## src/rtl/bcd_clock_counter.sv

```systemverilog
// bcd_clock_counter
//   Time-of-day counter in packed two-digit BCD. A prescaler divides clk by
//   TICK_DIV to produce one-second ticks; seconds/minutes/hours ripple in the
//   same cycle. Runs in 24-hour mode or 12-hour mode with an AM/PM flag.
//
// Parameters
//   TICK_DIV  clk cycles per second tick (2..2^24)
//   MODE_12H  0 = 24-hour (hh 00..23), 1 = 12-hour (hh 12,01..11, pm flag)
//
// Ports
//   clk, rst                     clock, synchronous active-high reset
//   en                           count enable (freezes prescaler and time)
//   load, load_hh/mm/ss, load_pm load request and BCD values
//   hh, mm, ss, pm               current time (registered)
//   sec_tick, day_wrap, load_err one-cycle event pulses
//
// Build option
//   BCD_CLOCK_ALARM_EN  adds alarm_arm/alarm_hh/alarm_mm/alarm_pm inputs and
//                       the alarm_hit pulse output.
module bcd_clock_counter #(
  parameter int TICK_DIV = 1000000,
  parameter bit MODE_12H = 1'b0
) (
  input  logic       clk,
  input  logic       rst,
  input  logic       en,
  input  logic       load,
  input  logic [7:0] load_hh,
  input  logic [7:0] load_mm,
  input  logic [7:0] load_ss,
  input  logic       load_pm,
`ifdef BCD_CLOCK_ALARM_EN
  input  logic       alarm_arm,
  input  logic [7:0] alarm_hh,
  input  logic [7:0] alarm_mm,
  input  logic       alarm_pm,
  output logic       alarm_hit,
`endif
  output logic [7:0] hh,
  output logic [7:0] mm,
  output logic [7:0] ss,
  output logic       pm,
  output logic       sec_tick,
  output logic       day_wrap,
  output logic       load_err
);

  localparam logic [23:0] CNT_TC = 24'(TICK_DIV - 1);
  localparam logic [7:0]  HH_RST = MODE_12H ? 8'h12 : 8'h00;

  logic [23:0] cnt_q, cnt_d;
  logic [7:0]  hh_q, hh_d, mm_q, mm_d, ss_q, ss_d;
  logic        pm_q, pm_d;
  logic        tick_q, tick_d;
  logic        wrap_q, wrap_d;
  logic        err_q, err_d;
  logic        ss_ok, mm_ok, hh_ok, load_ok;

  function automatic logic [7:0] bcd_inc(input logic [7:0] v);
    if (v[3:0] == 4'd9) return {v[7:4] + 4'd1, 4'd0};
    else                return {v[7:4], v[3:0] + 4'd1};
  endfunction

  always_comb begin
    cnt_d  = cnt_q;
    hh_d   = hh_q;
    mm_d   = mm_q;
    ss_d   = ss_q;
    pm_d   = pm_q;
    tick_d = 1'b0;
    wrap_d = 1'b0;
    err_d  = 1'b0;

    ss_ok = (load_ss[7:4] <= 4'd5) && (load_ss[3:0] <= 4'd9);
    mm_ok = (load_mm[7:4] <= 4'd5) && (load_mm[3:0] <= 4'd9);
    if (MODE_12H)
      hh_ok = ((load_hh[7:4] == 4'd0) && (load_hh[3:0] != 4'd0) && (load_hh[3:0] <= 4'd9)) ||
              (load_hh == 8'h10) || (load_hh == 8'h11) || (load_hh == 8'h12);
    else
      hh_ok = ((load_hh[7:4] <= 4'd1) && (load_hh[3:0] <= 4'd9)) ||
              ((load_hh[7:4] == 4'd2) && (load_hh[3:0] <= 4'd3));
    load_ok = load && ss_ok && mm_ok && hh_ok;

    if (load_ok) begin
      // A valid load always wins over a coincident terminal count.
      hh_d  = load_hh;
      mm_d  = load_mm;
      ss_d  = load_ss;
      pm_d  = MODE_12H ? load_pm : 1'b0;
      cnt_d = '0;
    end else begin
      // A rejected load is ignored entirely; counting carries on.
      err_d = load;
      if (en) begin
        if (cnt_q == CNT_TC) begin
          cnt_d  = '0;
          tick_d = 1'b1;
          if (ss_q == 8'h59) begin
            ss_d = 8'h00;
            if (mm_q == 8'h59) begin
              mm_d = 8'h00;
              if (MODE_12H) begin
                if (hh_q == 8'h12) begin
                  hh_d = 8'h01;
                end else if (hh_q == 8'h11) begin
                  // 11:59:59 -> 12:00:00 flips AM/PM; PM->AM is midnight.
                  hh_d   = 8'h12;
                  pm_d   = ~pm_q;
                  wrap_d = pm_q;
                end else begin
                  hh_d = bcd_inc(hh_q);
                end
              end else begin
                if (hh_q == 8'h23) begin
                  hh_d   = 8'h00;
                  wrap_d = 1'b1;
                end else begin
                  hh_d = bcd_inc(hh_q);
                end
              end
            end else begin
              mm_d = bcd_inc(mm_q);
            end
          end else begin
            ss_d = bcd_inc(ss_q);
          end
        end else begin
          cnt_d = cnt_q + 24'd1;
        end
      end
    end
  end

`ifdef BCD_CLOCK_ALARM_EN
  logic alarm_q, alarm_d;

  // Only a counted tick can fire the alarm, never a load.
  always_comb begin
    alarm_d = tick_d && alarm_arm && (hh_d == alarm_hh) && (mm_d == alarm_mm) &&
              (ss_d == 8'h00) && (!MODE_12H || (pm_d == alarm_pm));
  end

  always_ff @(posedge clk) begin
    if (rst) alarm_q <= 1'b0;
    else     alarm_q <= alarm_d;
  end

  assign alarm_hit = alarm_q;
`endif

  always_ff @(posedge clk) begin
    if (rst) begin
      cnt_q  <= '0;
      hh_q   <= HH_RST;
      mm_q   <= 8'h00;
      ss_q   <= 8'h00;
      pm_q   <= 1'b0;
      tick_q <= 1'b0;
      wrap_q <= 1'b0;
      err_q  <= 1'b0;
    end else begin
      cnt_q  <= cnt_d;
      hh_q   <= hh_d;
      mm_q   <= mm_d;
      ss_q   <= ss_d;
      pm_q   <= pm_d;
      tick_q <= tick_d;
      wrap_q <= wrap_d;
      err_q  <= err_d;
    end
  end

  assign hh       = hh_q;
  assign mm       = mm_q;
  assign ss       = ss_q;
  assign pm       = pm_q;
  assign sec_tick = tick_q;
  assign day_wrap = wrap_q;
  assign load_err = err_q;

endmodule

```

## config.mk

```make
export PLATFORM = sky130hd
export DESIGN_NAME = bcd_clock_counter
export DESIGN_NICKNAME = d
export VERILOG_FILES = /design/src/rtl/bcd_clock_counter.sv
export SDC_FILE = /design/constraint.sdc
export NUM_CORES = 1
export LEC_CHECK = 0
export ABC_AREA = 1
export BUFFER_PORTS_ARGS = -buffer_cell sky130_fd_sc_hd__buf_2
export CAP_MARGIN = 10
export CORE_MARGIN = 3
export CORE_UTILIZATION = 50
export DETAILED_ROUTE_END_ITERATION = 7
export PLACE_DENSITY = 0.78
export REMOVE_ABC_BUFFERS = 1
export SLEW_MARGIN = 20
export SYNTH_ARGS = -nofsm -noshare
export SYNTH_HDL_FRONTEND = slang
export SYNTH_SLANG_ARGS = --single-unit
```

## constraint.sdc

```tcl
create_clock -name clk -period 3.1 [get_ports clk]
set_clock_uncertainty 0.15 [all_clocks]
set_input_delay 0.31 -clock clk [delete_from_list [all_inputs] [get_ports clk]]
set_output_delay 0.31 -clock clk [all_outputs]
set_load 0.02 [all_outputs]
```

=== Word level (Yosys, flattened, before mapping) ===
Cells that the tools add are included.

* Add/subtract/negate cells: 7
* Reduce and logical (&&, ||, !) cells: 24
* Bitwise gates (word level): 4
* $lt $le $gt $ge: 7
* Mux-type cells: 21
* Equality and inequality tests: 8

{| class="wikitable"
|+ Operators with widths
! kind !! number
|-
| 2-to-1 mux 8 bit || 18
|-
| adder 24 x 1 -> 24 bit (second input constant) || 1
|-
| adder 4 x 1 -> 4 bit (second input constant) || 6
|-
| equality test 24 x 20 -> 1 bit (second input constant) || 1
|-
| 2-to-1 mux 24 bit || 1
|-
| equality test 8 x 7 -> 1 bit (second input constant) || 2
|-
| equality test 4 bit (second input constant) || 3
|-
| <= comparator 4 bit (second input constant) || 3
|-
| nonzero test 3 bit || 3
|-
| equality test 8 x 6 -> 1 bit (second input constant) || 1
|-
| <= comparator 4 x 3 -> 1 bit (second input constant) || 2
|-
| AND reduction 4 bit || 2
|-
| nonzero test 2 bit || 4
|-
| logical AND 1 bit || 7
|-
| AND reduction 3 bit || 2
|-
| OR reduction 6 bit || 1
|-
| AND reduction 5 bit || 1
|-
| equality test 4 x 2 -> 1 bit (second input constant) || 1
|-
| <= comparator 4 x 1 -> 1 bit (second input constant) || 1
|-
| <= comparator 4 x 2 -> 1 bit (second input constant) || 1
|-
| inverter 1 bit || 4
|-
| OR reduction 3 bit || 1
|-
| 2-to-1 mux 1 bit || 2
|-
| AND reduction 2 bit || 1
|-
| other kinds (2) || 2
|}

* Output and inout port bits: 28
* Register bits: 51
* Logic and storage cells: 81

=== Depth between registers and ports, before layout ===
* Word-level depth: 8
* Gate-level depth with buffers: 12
* Depth with buffers taken out: 11

=== Worst setup path before layout ===
Ideal clock, no wire load.

* Kind: reg2reg
* Start point: register mm_q[0], in the netlist mm[0]
* End point: register hh_q[1], in the netlist hh[1]
* Stages on the path, launching flop included: 9
* Data arrival time: 1.638 ns
* Path buffers: 0
* Library setup time: 0.116 ns
* Path slack: 1.196 ns
* Path through: dfxtp_1 ha_1 nand2_1 nor2_4 nand4_2 o21ai_4 nand2_2 o21ai_0 nor2_1

* Word-level cells in the longest chain between the ends: 3

{| class="wikitable"
|+ Ends and longest elaborated chain
! what !! RTL line !! source
|-
| start, declared || 52 || <nowiki>logic [7:0] hh_q, hh_d, mm_q, mm_d, ss_q, ss_d;</nowiki>
|-
| start signal, assigned || 164 || <nowiki>mm_q <= mm_d;</nowiki>
|-
| equality test 8 x 7 -> 1 bit || 100 || <nowiki>if (mm_q == 8'h59) begin</nowiki>
|-
| nonzero test 2 bit (no source line) || -- ||
|-
| AND reduction 4 bit (no source line) || -- ||
|-
| end signal, assigned || 163 || <nowiki>hh_q <= hh_d;</nowiki>
|-
| end, declared || 52 ||
|}

Every way passes these cells.
A chain may end at the register's enable or synchronous reset.

=== Final worst setup path ===
Ends and elaborated chain as after synthesis.

==> impl_metrics.tcl <==
set metrics [dict create \
    status "finished clean" \
    hold_ws_ns 0.1061 \
    num-fill-cells 596 \
    die_area_sq_um 7572 \
    ys_seq_area_frac 0.3111 \
    rsz0062_at_grt "no" \
    crit_arrival_ns 2.05 \
    ys.warnings.count 0 \
    rows 28 \
    gp_congestion 0.9098 \
    postCtsResizedCells 0 \
    ios 57 \
    worst_slew_pin_slew_ns 0.5805 \
    multi_input_area_sq_um 1914 \
    r2r-end "hh[1]$_SDFFE_PP0P_" \
    core_sq_um 6131 \
    hold_viol_final 0 \
    netlist.area_leader.share 0.3111 \
    synth_edf_count 0 \
    finalSetupTns_ns 0 \
    via_per_inst 5.141 \
    grt_max_degree 34 \
    cts_buffer_depth 2 \
    ir_drop_uv 287.4 \
    start_util 0.5353 \
    worst-path-max-fanout 7 \
    powerDensity_nw_per_um2 320.1 \
    clk_pin_slew_worst_paths_ns 0.09 \
    drcViolationCount 0 \
    p_int_mw 0.9189 \
    post_drt_wl_per_cell_microns 11.87 \
    numCtsBuffers 5 \
    clock_tree.root_cell "clkbuf_8" \
    port_buffers 54 \
    maxCapViolations 0 \
    num_antenna_cells 0 \
    place_inst 609 \
    antenna_found_initial 0 \
    p_comb_frac 0.053 \
    synth_area_leaders "dfxtp_1, nand2_1, nor2_1" \
    r2r_slack_ns 1.10 \
    holdCritPathClass "input port to flip-flop" \
    layout_common_cells "nand2_1, nor2_1, inv_1" \
    htreeDepth 2 \
    drt_wl_total_mm 7.310 \
    worstHoldStart "load" \
    hold_buffers 0 \
    dr.pass1.iters 5 \
    hold_depth 3 \
    netlist_area_sq_um 3282 \
    r2r-start "mm[0]$_SDFFE_PP0P_" \
    die_width_microns 87.02 \
    setup_violations 0 \
    min_to "load_err$_SDFF_PP0_" \
    fmax_mhz 499.7 \
    cp-end-kind "flip-flop" \
    setup_slack_ns 1.099 \
    grt_pass1_wl_mm 12.59 \
    syn2layout_area_growth_pct 12.01 \
    ys_types 41 \
    netSwitchingFraction 0.2191 \
    slew_viol_final 0 \
    postPlaceCellArea_sq_um 3573 \
    ys.flop_type "dfxtp_1" \
    min_period_ns 2.001 \
    layout.nets 581 \
    num_vias 3167 \
    path_class "flip-flop to flip-flop" \
    startpoint_type "flip-flop" \
    clockPowerShare 0.385 \
    dp_hpwl_mm 5.659 \
    fin_cells 616 \
    static-leakage-power_nw 1.793 \
    drive_above_1_share 0.1793 \
    required_ns 3.15 \
    post-route-util 0.5996 \
    timing.final.crit_share 0.6455 \
    ant_nets 0 \
    seq_area_sq_um 1021 \
    synthArstFlopShare 0 \
    syn_inst 489 \
    grt_pass1_vias 2963 \
    p_seq_frac 0.562 \
    final_common_cell "nand2_1" \
    grtUsageTotal 0.2030 \
    avgSynthCellArea_sq_um 6.711 \
    clock_sinks 51 \
    die-height_microns 87.02 \
    synth_seq_cells 51 \
    final_area_sq_um 3676 \
    slew_headroom 0.6126 \
    clock_latency_ns 0.30 \
    yosysTopAreaCell "dfxtp_1" \
    drt_iter0_drc 115 \
    cts_tree "yes" \
    pre_cts_slack_ns 0.7881 \
    p_total_mw 1.177 \
    postCtsSetupBuffers 0 \
    p_sw_mw 0.2579 \
    grt_overflow 0 \
    worstRegToRegCells 8 \
]
cells in the mapped netlist (2+ instances only):
| library cell | instances |
|---|---|
| a21oi_1 | 23 |
| a21oi_2 | 4 |
| a31oi_1 | 2 |
| buf_2 | 4 |
| buf_4 | 2 |
| buf_6 | 3 |
| dfxtp_1 | 51 |
| ha_1 | 11 |
| inv_1 | 66 |
| inv_2 | 3 |
| nand2_1 | 122 |
| nand2_2 | 3 |
| nand2_4 | 5 |
| nand3_1 | 30 |
| nand3_2 | 5 |
| nand4_1 | 13 |
| nor2_1 | 67 |
| nor2_2 | 3 |
| nor2_4 | 5 |
| nor3_1 | 9 |
| nor4_1 | 3 |
| o21a_1 | 2 |
| o21ai_0 | 18 |
| o21ai_1 | 7 |
| xnor2_1 | 2 |
| xor2_1 | 11 |
worst max-delay path by stage:
stage / start / cells past startpoint / endpoint / slack, ns
2_1_floorplan: mm[0]$_SDFFE_PP0P_ / 8 / hh[1]$_SDFFE_PP0P_ / 1.20
3_3_place_gp: load_mm[1] / 10 / hh[4]$_SDFFE_PP0P_ / 0.83
3_5_place_dp: load_mm[1] / 10 / mm[2]$_SDFFE_PP0P_ / 0.79
4_1_cts: mm[0]$_SDFFE_PP0P_ / 8 / hh[1]$_SDFFE_PP0P_ / 1.10
5_1_grt: mm[0]$_SDFFE_PP0P_ / 8 / hh[1]$_SDFFE_PP0P_ / 0.85
6_report: mm[0]$_SDFFE_PP0P_ / 8 / hh[1]$_SDFFE_PP0P_ / 1.10
final cells by class:
type | instances | area share
multi-input combinational | 358 | 0.5208
sequential | 51 | 0.2777
inverter | 69 | 0.07046
tap | 75 | 0.02553
clock buffer | 6 | 0.01974
clock inverter | 1 | 0.008169
timing repair buffer | 56 | 0.07760
worst max-delay path, stage by stage, from the launching register on:
cell and delay [ns]:
dfxtp_1 0.42, ha_1 0.17, nand2_1 0.08, nor2_4 0.17
nand4_2 0.24, o21ai_4 0.31, nand2_2 0.14, o21ai_0 0.18
nor2_1 0.05
logic make-up after synthesis:
logic type,count (synthesis),share of synthesized area
buffers and inverters,80,0.1056
other,1,0.001143
adders and majority gates,11,0.04194
AOI/OAI and AO/OA,58,0.09950
and+or+nand+nor,275,0.4060
xor gates and xnor gates,13,0.03469
DFF,51,0.3111
sequential cells by signal, indices dropped and copies added, names as in the netlist:
| name | count |
|---|---|
| cnt_q | 24 |
| hh | 8 |
| mm | 8 |
| ss | 8 |
| day_wrap | 1 |
| load_err | 1 |
| sec_tick | 1 |
power by group through the flow:
stage / clock [mW] / sequential [mW] / combinational [mW]
finish: 0.453 / 0.661 / 0.0622
floorplan: 0 / 0.677 / 0.0268
CTS: 0.462 / 0.661 / 0.0620
detailed placement: 0 / 0.677 / 0.0619
global route: 0.491 / 0.662 / 0.0701
global placement: 0 / 0.676 / 0.0609
per-layer routing:
layer,GRT usage,share of wire
met5,0,0
met4,0.05382,0.010
met3,0.04920,0.044
met2,0.3506,0.47
met1,0.2512,0.48
(Power assumes the default switching activity.)
